**config.mk**
```make
export PLATFORM = sky130hd
export DESIGN_NAME = pattern_detect_sched
export DESIGN_NICKNAME = d
export VERILOG_FILES = /design/src/rtl/pattern_detect_sched.sv
export SDC_FILE = /design/constraint.sdc
export NUM_CORES = 1
export LEC_CHECK = 0
export ABC_AREA = 1
export CORE_UTILIZATION = 25
export DETAILED_ROUTE_END_ITERATION = 8
export REMOVE_ABC_BUFFERS = 1
export SLEW_MARGIN = 30
export SYNTH_ARGS = -nofsm -noshare
export SYNTH_HDL_FRONTEND = slang
export SYNTH_SLANG_ARGS = --single-unit
```
**constraint.sdc**
```tcl
create_clock -name clk_i -period 2.55 [get_ports clk_i]
set_input_delay 0.51 -clock clk_i [delete_from_list [all_inputs] [get_ports clk_i]]
set_output_delay 0.51 -clock clk_i [all_outputs]
set_load 0.005 [all_outputs]
```
**src/rtl/pattern_detect_sched.sv**
```systemverilog
// pattern_detect_sched: round-robin owner of one shared BBCCBC (B=0, C=1) Moore detector.
// One requester is granted for a whole frame and its bit stream is steered into the detector.
// The detector is reset between frames. Detections are credited to the owner per frame and in
// saturating per-requester totals.
// Optional build macro: PDS_TIMEOUT_EN adds a stall timeout that aborts a stalled frame.
module pattern_detect_sched #(
  parameter int unsigned N_REQ  = 4,
  parameter int unsigned CW     = 16,
  parameter int unsigned TO_CYC = 64
) (
  input  logic                  clk_i,
  input  logic                  rst_i,
  input  logic [N_REQ-1:0]      req_i,
  input  logic [N_REQ-1:0]      data_i,
  input  logic [N_REQ-1:0]      last_i,
  input  logic                  clr_cnt_i,
  output logic [N_REQ-1:0]      gnt_o,
  output logic                  det_rst_o,
  output logic                  det_valid_o,
  output logic                  det_data_o,
  input  logic                  det_pattern_i,
  output logic                  frame_done_o,
  output logic [2:0]            frame_id_o,
  output logic [7:0]            frame_hits_o,
  output logic                  frame_abort_o,
  output logic [N_REQ*CW-1:0]   hit_cnt_o
);

  localparam logic [1:0] StClear = 2'd0;
  localparam logic [1:0] StIdle  = 2'd1;
  localparam logic [1:0] StBusy  = 2'd2;
  localparam logic [1:0] StDrain = 2'd3;

  localparam logic [2:0]    OwnerInit = 3'(N_REQ - 1);
  localparam logic [CW-1:0] CntMax    = '1;
  localparam logic [CW-1:0] CntOne    = CW'(1);

  // Elaboration-time guard on the parameter ranges.
  localparam bit CfgOk = (N_REQ >= 2) && (N_REQ <= 8) && (TO_CYC >= 1) && (CW >= 1);
  if (!CfgOk) begin : gen_cfg_err
    $error("pattern_detect_sched: illegal parameter combination");
  end

  logic [1:0]    state_q, state_d;
  logic [2:0]    owner_q, owner_d;
  logic          pat_prev_q, pat_prev_d;
  logic [7:0]    fhit_q, fhit_d, fhit_inc;
  logic          fdone_q, fdone_d;
  logic [2:0]    fid_q, fid_d;
  logic [7:0]    fhits_q, fhits_d;
  logic [CW-1:0] hit_cnt_q [N_REQ];
  logic [CW-1:0] hit_cnt_d [N_REQ];

  // Request vectors padded to 8 so a 3-bit owner index always selects in range.
  logic [7:0] req_pad, data_pad, last_pad;
  logic       pick_vld;
  logic [2:0] pick_idx;
  logic [2:0] cand;
  logic       accept;
  logic       abort;
  logic       hit;

`ifdef PDS_TIMEOUT_EN
  localparam int unsigned   ToW    = $clog2(TO_CYC + 1);
  localparam logic [ToW-1:0] ToLast = ToW'(TO_CYC - 1);
  localparam logic [ToW-1:0] ToOne  = ToW'(1);
  logic [ToW-1:0] to_cnt_q, to_cnt_d;
  logic           fabort_q, fabort_d;
`endif

  // Pad the per-requester inputs to a fixed 8-bit width.
  always_comb begin
    req_pad              = '0;
    data_pad             = '0;
    last_pad             = '0;
    req_pad[N_REQ-1:0]   = req_i;
    data_pad[N_REQ-1:0]  = data_i;
    last_pad[N_REQ-1:0]  = last_i;
  end

  // Round-robin search starting just above the previous owner.
  always_comb begin
    pick_vld = 1'b0;
    pick_idx = owner_q;
    cand     = '0;
    for (int unsigned k = 1; k <= N_REQ; k++) begin
      cand = 3'((32'(owner_q) + k) % N_REQ);
      if (!pick_vld && req_pad[cand]) begin
        pick_vld = 1'b1;
        pick_idx = cand;
      end
    end
  end

  // FSM next state and detector-side outputs.
  always_comb begin
    state_d     = state_q;
    owner_d     = owner_q;
    det_rst_o   = 1'b0;
    det_valid_o = 1'b0;
    det_data_o  = 1'b0;
    accept      = 1'b0;
    abort       = 1'b0;
    unique case (state_q)
      StClear: begin
        det_rst_o = 1'b1;
        state_d   = StIdle;
      end
      StIdle: begin
        if (pick_vld) begin
          owner_d = pick_idx;
          state_d = StBusy;
        end
      end
      StBusy: begin
        det_valid_o = req_pad[owner_q];
        det_data_o  = data_pad[owner_q];
        accept      = req_pad[owner_q];
        if (accept && last_pad[owner_q]) begin
          state_d = StDrain;
        end
`ifdef PDS_TIMEOUT_EN
        else if (!accept && (to_cnt_q == ToLast)) begin
          // Stall limit reached: drop straight to CLEAR, skipping DRAIN.
          state_d = StClear;
          abort   = 1'b1;
        end
`endif
      end
      StDrain: begin
        state_d = StClear;
      end
      default: begin
        state_d = StClear;
      end
    endcase
  end

  // One-hot grant for the owner while BUSY.
  always_comb begin
    gnt_o = '0;
    for (int unsigned i = 0; i < N_REQ; i++) begin
      gnt_o[i] = (state_q == StBusy) && (3'(i) == owner_q);
    end
  end

  // Rising-edge detection of the Moore match, only while a frame owns the detector.
  always_comb begin
    hit        = ((state_q == StBusy) || (state_q == StDrain)) && det_pattern_i && !pat_prev_q;
    pat_prev_d = pat_prev_q;
    if (state_q == StClear) begin
      pat_prev_d = 1'b0;
    end else if ((state_q == StBusy) || (state_q == StDrain)) begin
      pat_prev_d = det_pattern_i;
    end
  end

  // Per-frame hit count and completion report.
  always_comb begin
    fhit_inc = fhit_q;
    if (hit && (fhit_q != 8'hFF)) begin
      fhit_inc = fhit_q + 8'd1;
    end
    fhit_d  = (state_q == StClear) ? 8'd0 : fhit_inc;
    fdone_d = 1'b0;
    fid_d   = fid_q;
    fhits_d = fhits_q;
    // A hit counted on the closing edge is still part of the reported frame.
    if ((state_q == StDrain) || abort) begin
      fdone_d = 1'b1;
      fid_d   = owner_q;
      fhits_d = fhit_inc;
    end
  end

  // Saturating per-requester totals; clear wins over a same-cycle increment.
  always_comb begin
    for (int unsigned i = 0; i < N_REQ; i++) begin
      hit_cnt_d[i] = hit_cnt_q[i];
      if (clr_cnt_i) begin
        hit_cnt_d[i] = '0;
      end else if (hit && (3'(i) == owner_q) && (hit_cnt_q[i] != CntMax)) begin
        hit_cnt_d[i] = hit_cnt_q[i] + CntOne;
      end
    end
  end

  // Flatten the counters onto the output bus.
  always_comb begin
    hit_cnt_o = '0;
    for (int unsigned i = 0; i < N_REQ; i++) begin
      hit_cnt_o[i*CW +: CW] = hit_cnt_q[i];
    end
  end

  // State registers; reset drops any frame in flight without a completion pulse.
  always_ff @(posedge clk_i) begin
    if (rst_i) begin
      state_q    <= StClear;
      owner_q    <= OwnerInit;
      pat_prev_q <= 1'b0;
      fhit_q     <= '0;
      fdone_q    <= 1'b0;
      fid_q      <= '0;
      fhits_q    <= '0;
      for (int unsigned i = 0; i < N_REQ; i++) begin
        hit_cnt_q[i] <= '0;
      end
    end else begin
      state_q    <= state_d;
      owner_q    <= owner_d;
      pat_prev_q <= pat_prev_d;
      fhit_q     <= fhit_d;
      fdone_q    <= fdone_d;
      fid_q      <= fid_d;
      fhits_q    <= fhits_d;
      for (int unsigned i = 0; i < N_REQ; i++) begin
        hit_cnt_q[i] <= hit_cnt_d[i];
      end
    end
  end

  assign frame_done_o = fdone_q;
  assign frame_id_o   = fid_q;
  assign frame_hits_o = fhits_q;

`ifdef PDS_TIMEOUT_EN
  // Stall counter: counts owner idle cycles in BUSY, cleared by any accepted bit.
  always_comb begin
    to_cnt_d = '0;
    if ((state_q == StBusy) && !accept && !abort) begin
      to_cnt_d = to_cnt_q + ToOne;
    end
    fabort_d = fabort_q;
    if ((state_q == StDrain) || abort) begin
      fabort_d = abort;
    end
  end

  // Timeout registers.
  always_ff @(posedge clk_i) begin
    if (rst_i) begin
      to_cnt_q <= '0;
      fabort_q <= 1'b0;
    end else begin
      to_cnt_q <= to_cnt_d;
      fabort_q <= fabort_d;
    end
  end

  assign frame_abort_o = fabort_q;
`else
  assign frame_abort_o = 1'b0;
`endif

endmodule

```
==> flow_metrics.py <==
metrics = {
    "power_and_ir_drop": {
        "combinationalPowerShare_pct": 29.0,
        "seq_power_share_pct": 38.0,
        "power.static_leakage_nw": 2.508,
        "finalPower_mw": 3.922,
        "power_density_nw_per_um2": 579.4,
        "power_switching_share_pct": 35.00,
        "max-vdd-ir-drop_uv": 353.3,
        "total_switching_power_mw": 1.373,
        "internal_power_mw": 2.549,
        "clock_power_share_pct": 32.9,
    },
    "global_routing": {
        "grt_usage_pct": 12.74,
        "use_met2_pct": 20.24,
        "grt_use_met1_pct": 16.92,
        "initial_antenna_violation_count": 0,
        "grt_pass1_vias": 4536,
        "grt_start_max_net_pins": 50,
        "grt_use_met3_pct": 3.416,
        "gr-total-overflow": 0,
        "top_usage_layer": "met2",
        "grt_pass1_wl_mm": 22.35,
    },
    "finish": {
        "register_area_um2": 1762,
        "layout_cells_sized_above_1_pct": 11.72,
        "multi_input_comb_area_um2": 3037,
        "area.growth.synth_to_final_pct": 28.69,
        "insertedDiodeCount": 0,
        "layout.nets": 895,
        "postLayoutCoreUtil_pct": 33.13,
        "fill_cells": 2228,
    },
    "detailed_routing": {
        "drt_pass1_iterations": 5,
        "drt-wirelength-per-cell_um": 11.60,
        "wl_mm": 13.22,
        "drc": 0,
        "drtIter0Drc": 169,
        "dr_vias": 4975,
        "final_antenna_net_count": 0,
        "post_drt_via_cell_ratio": 4.364,
    },
    "cts": {
        "h_tree_depth_reported_by_cts": 3,
        "cts.reportedPaths.clkPinSlew_ns": 0.07,
        "ctsLongestPathBuffers": 2,
        "cts_sinks": 88,
        "cts_made_buffers": 9,
        "clk_root_buffer_cell": "sky130_fd_sc_hd__clkbuf_16",
        "clk_latency_ns": 0.35,
        "cts_tree": "built",
        "cts_post_setup_buffers_inserted": 0,
    },
    "die": {
        "floorplan.die.height_um": 147.1,
        "io_pins": 100,
        "die_x_um": 147.1,
        "num_rows": 52,
        "fp.dieArea_um2": 21620,
        "start_util_pct": 25.75,
        "design.core.area_um2": 20430,
    },
    "synth": {
        "synth-seq-cells": 88,
        "synth_top_cell_area_share_pct": 33.49,
        "cell_count_after_synthesis": 770,
        "yosysUniqueCellTypes": 33,
        "synthTopCellsByArea": "sky130_fd_sc_hd__dfxtp_1 (33%), sky130_fd_sc_hd__nand2_1 (15%), sky130_fd_sc_hd__nor2_1 (6.7%)",
        "largest_area_contributor_in_the_netlist": "sky130_fd_sc_hd__dfxtp_1",
        "syn_area_um2": 5260,
        "ys_seq_area_share_pct": 33.49,
        "yosysWarnings": 0,
        "synth.avg_cell_area_um2": 6.831,
    },
    "worst_hold_path": {
        "min-delay-path-class": "flip-flop to flip-flop",
    },
    "timing": {
        "hold_ws_ns": 0.5135,
        "fin_skew_ns": 0.01004,
        "fin_crit_sh_pct": 94.35,
        "timing.final.hold_violations": 0,
        "rsz0062_at_grt": "no",
        "fin_ws_ns": 0.1441,
        "final_max_slew_viol_count": 0,
        "fin_tns_setup_ns": 0,
        "finalSetupViolCount": 0,
        "layout_min_cycle_time_ns": 2.406,
        "fmax_mhz": 415.6,
    },
    "placed_design": {
        "dp_worst_setup_slack_ns": 0.1177,
        "globalplace.congestion": 0.8212,
        "detailed_place_hpwl_mm": 9.584,
        "place.port_buffers": 97,
    },
    "critical_path": {
        "crit_fanout": 3,
        "setup.worst_path.class": "input port to output pin",
        "critical_path_arrival_ns": 1.90,
        "setup.worst_path.end_class": "output pin",
        "worstSetupStartpointType": "input port",
        "required_ns": 2.04,
    },
    "outcome": {
        "status": "completed",
    },
    "job": {
        "max_cap_viol_count": 0,
    },
}
==> worst max-delay path, cell delays in order <==
cell	delay (ns)
sky130_fd_sc_hd__clkdlybuf4s50_1	0.48
sky130_fd_sc_hd__nand2_1	0.07
sky130_fd_sc_hd__nand2_1	0.13
sky130_fd_sc_hd__o21ai_1	0.11
sky130_fd_sc_hd__nor2_1	0.10
sky130_fd_sc_hd__clkdlybuf4s50_1	0.50
==> per-layer routing <==
metal	part of all wire, %	up-vias
met1	50	2237
met2	45	96
li1	-	2631
met5	0	-
met4	0.98	0
met3	4.1	11
==> cell type report <==
class,instances,area share [%]
clock buffer,9,3.327
tap,270,4.991
clock inverter,7,0.7763
multi-input combinational,582,44.86
inverter,78,4.492
timing repair buffer,106,15.53
sequential,88,26.03
==> repair_timing <==
item,in CTS,in global routing
resized for setup,0,2
hold buffers,0,0
setup endpoints to repair,0,1
==> power by group through the flow <==
| stage | combinational (mW) | clock (mW) | sequential (mW) |
|---|---|---|---|
| finish | 1.14 | 1.29 | 1.49 |
| global route | 1.31 | 1.41 | 1.50 |
| CTS | 1.15 | 1.34 | 1.49 |
| detailed placement | 1.14 | 0 | 1.52 |
| global placement | 1.14 | 0 | 1.52 |
| floorplan | 0.707 | 0 | 1.54 |
==> logic make-up (layout without fill, tap and decap cells) <==
family | count (synthesis) | count (layout) | synth area share [%]
xor+xnor | 48 | 48 | 7.993
flops | 88 | 88 | 33.49
fa+ha+maj | 14 | 14 | 3.330
buf+inv | 101 | 200 | 8.849
compound gates | 86 | 86 | 10.11
simple gates | 432 | 432 | 36.16
other cells | 1 | 2 | 0.07129
==> cells in the mapped netlist, drive strengths merged <==
cell type	instances
dfxtp	88
xor2	28
clkbuf	9
nand3	54
nor2	99
conb	1
nor3b	3
clkinv	2
buf	14
and2	1
nor3	11
a21oi	66
nand4	15
o21ai	20
inv	76
nand2	247
ha	14
or2	2
xnor2	20
==> worst paths after layout <==
check	startpoint	end	slack, ns	depth (start not counted)
hold / removal	hit_cnt_q[1][0]$_SDFFE_PP0P_	hit_cnt_q[1][0]$_SDFFE_PP0P_	0.51	2
setup / recovery	req_i[2]	det_valid_o	0.14	6
setup reg to reg	state_q[0]$_SDFFE_PP0P_	hit_cnt_q[1][9]$_SDFFE_PP0P_	0.54	12
hold reg to reg	hit_cnt_q[1][0]$_SDFFE_PP0P_	hit_cnt_q[1][0]$_SDFFE_PP0P_	0.51	2
==> flip-flops by register name (all words and copies together), names as in the netlist <==
| name | flops |
|---|---|
| fhit_q | 8 |
| frame_done_o | 1 |
| frame_hits_o | 8 |
| frame_id_o | 2 |
| hit_cnt_q | 64 |
| owner_q | 2 |
| pat_prev_q | 1 |
| state_q | 2 |
==> cell usage in the layout (no fill, tap or decap), types with 3 or more instances in the layout <==
master	Yosys	final
sky130_fd_sc_hd__inv_4	3	3
sky130_fd_sc_hd__nand2_1	215	215
sky130_fd_sc_hd__nand3_1	52	52
sky130_fd_sc_hd__inv_1	70	69
sky130_fd_sc_hd__buf_4	6	8
sky130_fd_sc_hd__nor2_1	94	94
sky130_fd_sc_hd__dfxtp_1	88	88
sky130_fd_sc_hd__nor3b_1	3	3
sky130_fd_sc_hd__nand4_1	15	15
sky130_fd_sc_hd__nor3_1	10	10
sky130_fd_sc_hd__nand2_2	29	29
sky130_fd_sc_hd__a21oi_1	39	39
sky130_fd_sc_hd__a21oi_2	27	27
sky130_fd_sc_hd__nand2_4	3	3
sky130_fd_sc_hd__o21ai_0	20	19
sky130_fd_sc_hd__inv_2	3	4
sky130_fd_sc_hd__xnor2_1	20	20
sky130_fd_sc_hd__clkbuf_16	0	9
sky130_fd_sc_hd__inv_6	0	3
sky130_fd_sc_hd__clkinv_2	0	3
sky130_fd_sc_hd__clkdlybuf4s50_1	0	97
sky130_fd_sc_hd__xor2_1	28	28
sky130_fd_sc_hd__ha_1	14	14
sky130_fd_sc_hd__nor2_4	4	4
==> per-stage QoR <==
step	cells	cell area [µm²]
final	1140	6769
after global routing	1140	6769
after CTS	1140	6765
after detailed placement	1124	6487
after global placement	1124	6487
after floorplan	748	5099
Power figures use the tool's default switching activity.
==> patch 1 (same settings) <==
The parameter `CW` goes from 16 to 24.
--- a/src/rtl/pattern_detect_sched.sv
+++ b/src/rtl/pattern_detect_sched.sv
@@ -7,3 +7,3 @@
   parameter int unsigned N_REQ  = 4,
-  parameter int unsigned CW     = 16,
+  parameter int unsigned CW     = 24,
   parameter int unsigned TO_CYC = 64
Ports: changed (resized hit_cnt_o); port bits go from 100 to 132. No check against the original RTL was run, so the function may have changed too.
==> patch 1 against the unedited design <==
Fmax is essentially flat; count of clock-buffer cells in the layout is 9 higher; register-to-register slack worse by 0.16 ns; design area is 43% higher; wire length up 57%; sequential cell count increased by 32; area after synthesis increased by 42%; worst setup slack lost 0.0011 ns; clock power rose by 91%; total power up 43%; largest cell class unchanged; highest routed layer unchanged.
==> patch 1: results (changes against the unedited design) <==
- Status: completed
- Leakage power: 3.47 nW (+38%)
- DR vias/cell: 4.40 (+0.89%)
- H-tree depth: 4 (+1)
- # nets final: 1345 (+50%)
- DRT Pass-1 Iters: 4 (-1)
- Register area share after synthesis: 0.322 (-0.0132)
- Cells after synthesis: 1188 (+54%)
- Routed WL: 20800 um (+57%)
- Largest Register: hit_cnt_q
- First-pass GRT wire length: 34300 um (+53%)
- Buffers added on ports: 129 (+33%)
- Largest net degree at the start of global routing: 54 (+8.0%)
- CTS Buf Count: 17 (+8)
- Max FFs per register: 96 (+50%)
- Iteration-0 DRC Markers: 366 (+120%)
- Post-synth ARST share: 0 (unchanged)
- Worst Clk Skew: 0.0159 ns (+0.00587 ns)
- Hpwl dp: 15300 um (+59%)
- Pre-CTS setup slack: 0.165 ns (+0.0476 ns)
- Vias in the first global route: 6820 (+50%)
- Peak supply drop: 0.000354 V (+0.12%)
- Top-area cell type share of the netlist area: 0.322 (-0.0132)
- Unique masters post-synth: 31 (-6.1%)
- Fraction of layout cells with a size suffix above 1: 0.0655 (-0.0518)
- Fin cells: 1713 (+50%)
- Top cells by count, synth: nand2_1, nor2_1, dfxtp_1, a21oi_1, inv_1
- Synth warn: 0 (unchanged)
- Clk_lat worst skew: 0.43 ns (+0.08 ns)
- Crit Path Max Fanout: 11 (+8)
- DR DRC count: 0 (unchanged)
- Global placement routability congestion: 0.899 (+9.5%)
- Largest cells by area after synthesis: dfxtp_1, nand2_1, nor2_1
- Max Cap Viol: 0 (unchanged)
- Total global-route track usage: 0.139 (+0.0112)
==> patch 1: cell count changes in the layout (fill, tap and decap cells not counted), sizes merged, moves of 9 or more <==
cell,before,now
clkdlybuf4s50,97,129
a21oi,66,96
dfxtp,88,120
nand3b,0,20
nand3,54,44
clkbuf,9,18
inv,80,99
nor2,99,192
nand2,247,471
xor2,28,39
==> patch 1: area by class of cell <==
class | instances | area [um2]
repair buffers | 141 | 1390
clock buffers | 18 | 429
flip-flops and latches | 120 | 2400
well taps | 384 | 480
multi-input cells | 942 | 4450
clock inverters | 14 | 164
fillers | 3221 | 19300
inverters | 94 | 359
==> patch 1: path summary, 6_finish.rpt <==
check	to	cells after the start	slack (ns)	start
max	det_valid_o	6	0.14	owner_q[0]
min	pat_prev_q	2	0.48	pat_prev_q
max reg2reg	hit_cnt_q[1][9]	10	0.38	hit_cnt_q[1][0]
min reg2reg	pat_prev_q	2	0.48	pat_prev_q
==> patch 1: cell families after synthesis <==
logic type / after synthesis / share of synthesized area
AO/OA/AOI/OAI: 122 / 0.0865
XOR/XNOR: 61 / 0.0715
AND/OR/NAND/NOR: 744 / 0.415
buffers and inverters: 127 / 0.0834
flip-flops: 120 / 0.322
other: 1 / 0.000502
adder cells (fa/ha/maj): 13 / 0.0218
==> patch 1: per-stage QoR <==
stage	util	area, um2	power [mW]
6_report	0.334	9680	5.61
5_1_grt	0.334	9680	5.94
4_1_cts	0.333	9650	5.65
3_5_place_dp	0.312	9050	3.15
3_3_place_gp	0.312	9050	3.14
2_1_floorplan	-	7200	2.75
==> patch 1: worst reg2reg max path, cell delays in order (launching register included) <==
cell and delay [ns]:
dfxtp_1 0.44, ha_1 0.32, inv_1 0.08, nor2_2 0.19, nand2_2 0.11, nor2_2 0.16, nand2_2 0.10, nand2_4 0.22
inv_2 0.22, o21ai_0 0.13, a21oi_1 0.08
==> patch 1: power breakdown <==
group	leakage [nW]	switching, mW	internal (mW)
Combinational	2.22	0.712	0.436
Sequential	0.968	0.0500	1.94
Clock	0.280	1.01	1.47
Total	3.47	1.77	3.84
==> patch 1: per-layer routing <==
metal / wire [um] / global-route usage / up-vias / share of wire
met5: 0 / 0 / - / 0
met4: 251 / 0.0351 / 0 / 0.012
met3: 1360 / 0.0433 / 18 / 0.065
met2: 9380 / 0.229 / 161 / 0.45
met1: 9820 / 0.174 / 3393 / 0.47
li1: - / - / 3970 / -
==> patch 1: repair_timing <==
item	CTS	global route
resized for setup	0	2
buffers inserted	0	3
endpoints found under the setup margin	0	4
hold endpoints to repair	0	0
==> patch 2 (config.mk and constraints unchanged) <==
Made on the original files. Register the output `hit_cnt_o`, with the module's reset; this adds one clock of latency there. The other outputs are not delayed to match.
--- a/src/rtl/pattern_detect_sched.sv
+++ b/src/rtl/pattern_detect_sched.sv
@@ -39,2 +39,4 @@
   localparam bit CfgOk = (N_REQ >= 2) && (N_REQ <= 8) && (TO_CYC >= 1) && (CW >= 1);
+
+  logic [N_REQ*CW-1:0] hit_cnt_c;
   if (!CfgOk) begin : gen_cfg_err
@@ -189,5 +191,5 @@
   always_comb begin
-    hit_cnt_o = '0;
+    hit_cnt_c = '0;
     for (int unsigned i = 0; i < N_REQ; i++) begin
-      hit_cnt_o[i*CW +: CW] = hit_cnt_q[i];
+      hit_cnt_c[i*CW +: CW] = hit_cnt_q[i];
     end
@@ -255,2 +257,10 @@
 
+  always_ff @(posedge clk_i) begin
+    if (rst_i) begin
+      hit_cnt_o <= '0;
+    end else begin
+      hit_cnt_o <= hit_cnt_c;
+    end
+  end
+
 endmodule
Formal check against the unedited RTL: not equivalent (a bounded check fails within 4 cycles, from zero or initial values and one cycle with rst_i high).
==> patch 2 against the unedited design <==
Worst setup slack got worse by 0.036 ns; sequential power rose by 67%; clock power rose by 90%; register-to-register slack got worse by 0.07 ns; first-iteration DRC count rose by 76%; wire length rose by 29%; synthesized cell count rose by 24%; sequential cell count rose by 64; fmax fell by 1.5%; total power rose by 53%; non-clock buffer count did not move; design area rose by 30%; global-route usage fell by 0.27 points; area after synthesis rose by 32%; critical path type is now register to output port; largest cell class unchanged.
==> patch 2: results (changes against the unedited design) <==
- Status: completed
- Peak supply drop: 0.000441 V (+25%)
- First-pass GRT wire length: 28400 um (+27%)
- Bufs on Longest Clock Path: 2 (unchanged)
- Internal Power: 4.16 mW (+63%)
- Antenna diodes: 0 (unchanged)
- Adder-Cell Fraction of Synth Area: 0.0252 (-0.00814)
- Initial antenna violation count: 0 (unchanged)
- Slowest stage delay, CP: 0.46 ns (-0.04 ns)
- Worst Clk Skew: 0.0127 ns (+0.00268 ns)
- Critical path's slowest cell: clkdlybuf4s50_1
- DRT Pass-1 Iters: 5 (unchanged)
- CTS Buf Count: 17 (+8)
- Crit Path Max Fanout: 12 (+9)
- Synth Area in Compound Gates: 0.0813 (-0.0198)
- Main combinational cell family by area after synthesis: simple AND/OR/NAND/NOR gates
- Total grt overflow: 0 (unchanged)
- Register area share after synthesis: 0.437 (+0.102)
- Global placement routability congestion: 0.859 (+4.6%)
- Largest cells by area after synthesis: dfxtp_1, nand2_1, nor2_1
- Unique masters post-synth: 34 (+3.0%)
- Ys flop type: dfxtp_1
- Iteration-0 DRC Markers: 298 (+76%)
- Top cells by count, synth: nand2_1, dfxtp_1, nor2_1, inv_1, nand3_1
- Setup Buffers After CTS: 0 (unchanged)
- Post-synth ARST share: 0 (unchanged)
- Cells after synthesis: 954 (+24%)
- Synth warn: 0 (unchanged)
- Pre-CTS setup slack: 0.174 ns (+0.0564 ns)
- Total global-route track usage: 0.125 (-0.00268)
- Crit path max-delay family: buffers and inverters
- Vias in the first global route: 5745 (+27%)
- H-tree depth: 4 (+1)
- Mux share of post-synthesis cell area: 0 (unchanged)
- Worst min path class: primary input to register
- Largest net degree at the start of global routing: 33 (-34%)
- Hpwl dp: 12000 um (+25%)
- Leakage power: 3.15 nW (+26%)
- Fraction of layout cells with a size suffix above 1: 0.0907 (-0.0266)
- Vias: 6156 (+24%)
- # nets final: 1076 (+20%)
- Crit path DAT: 1.93 ns (+0.03 ns)
- Xor/xnor share of the synthesized area: 0.0554 (-0.0246)
- Clk_lat worst skew: 0.43 ns (+0.08 ns)
- Routed WL: 17100 um (+29%)
- DR vias/cell: 4.30 (-1.4%)
==> patch 2: kinds of logic (layout without fill, tap and decap cells) <==
group           count (synthesis)  after routing
buf+inv                       141            245
simple gates                  503            503
xor+xnor                       44             44
other cells                     1              2
flops                         152            152
compound gates                 99             99
fa+ha+maj                      14             14
==> patch 2: worst register-to-register path, stage by stage (launching register included) <==
cell      delay [ns]
dfxtp_1         0.38
inv_1           0.10
ha_2            0.24
inv_2           0.14
nand2_4         0.07
nand2_4         0.09
nor2_8          0.05
nand2_2         0.13
clkinv_2        0.09
nand2_4         0.19
clkinv_2        0.24
o21ai_0         0.14
a21oi_1         0.08
==> patch 2: power groups by stage <==
stage / sequential [mW] / clock [mW] / combinational (mW)
finish: 2.49 / 2.45 / 1.06
global route: 2.49 / 2.65 / 1.20
floorplan: 2.55 / 0 / 0.659
CTS: 2.48 / 2.53 / 1.07
detailed placement: 2.54 / 0 / 1.06
global placement: 2.53 / 0 / 1.05
==> patch 2: layout make-up <==
cell class | count | area (um2)
Tap cell | 372 | 465
Inverter | 107 | 414
Timing Repair Buffer | 106 | 1030
Fill cell | 2901 | 18300
Clock buffer | 19 | 453
Sequential cell | 152 | 3040
Clock inverter | 13 | 110
Multi-Input combinational cell | 662 | 3300
==> patch 2: path summary, 6_finish.rpt <==
| path | startpoint | depth (start not counted) | slack [ns] | end |
|---|---|---|---|---|
| setup / recovery | owner_q[0] | 5 | 0.11 | gnt_o[0] |
| hold / removal | rst_i | 2 | 0.46 | hit_cnt_o[50] |
| setup reg to reg | state_q[0] | 12 | 0.47 | hit_cnt_q[1][6] |
| hold reg to reg | hit_cnt_q[3][14] | 2 | 0.48 | hit_cnt_o[62] |
==> patch 2: per-stage QoR <==
| stage | power, mW | area [um2] | utilization |
|---|---|---|---|
| after floorplan | 3.21 | 6750 | - |
| after global placement | 3.59 | 8250 | 0.304 |
| after detailed placement | 3.60 | 8250 | 0.304 |
| after CTS | 6.08 | 8810 | 0.325 |
| after global routing | 6.34 | 8820 | 0.325 |
| final | 6.00 | 8820 | 0.325 |
==> patch 2: layer usage <==
| layer | global-route usage | up-vias | share of wire |
|---|---|---|---|
| li1 | - | 3172 | - |
| met1 | 0.159 | 2817 | 0.48 |
| met2 | 0.196 | 148 | 0.43 |
| met3 | 0.0414 | 19 | 0.069 |
| met4 | 0.0427 | 0 | 0.013 |
| met5 | 0 | - | 0 |
==> patch 2: what timing repair did <==
action | 4_1_cts | 5_1_grt
hold endpoints to repair | 0 | 0
endpoints found under the setup margin | 0 | 4
resized for setup | 0 | 3
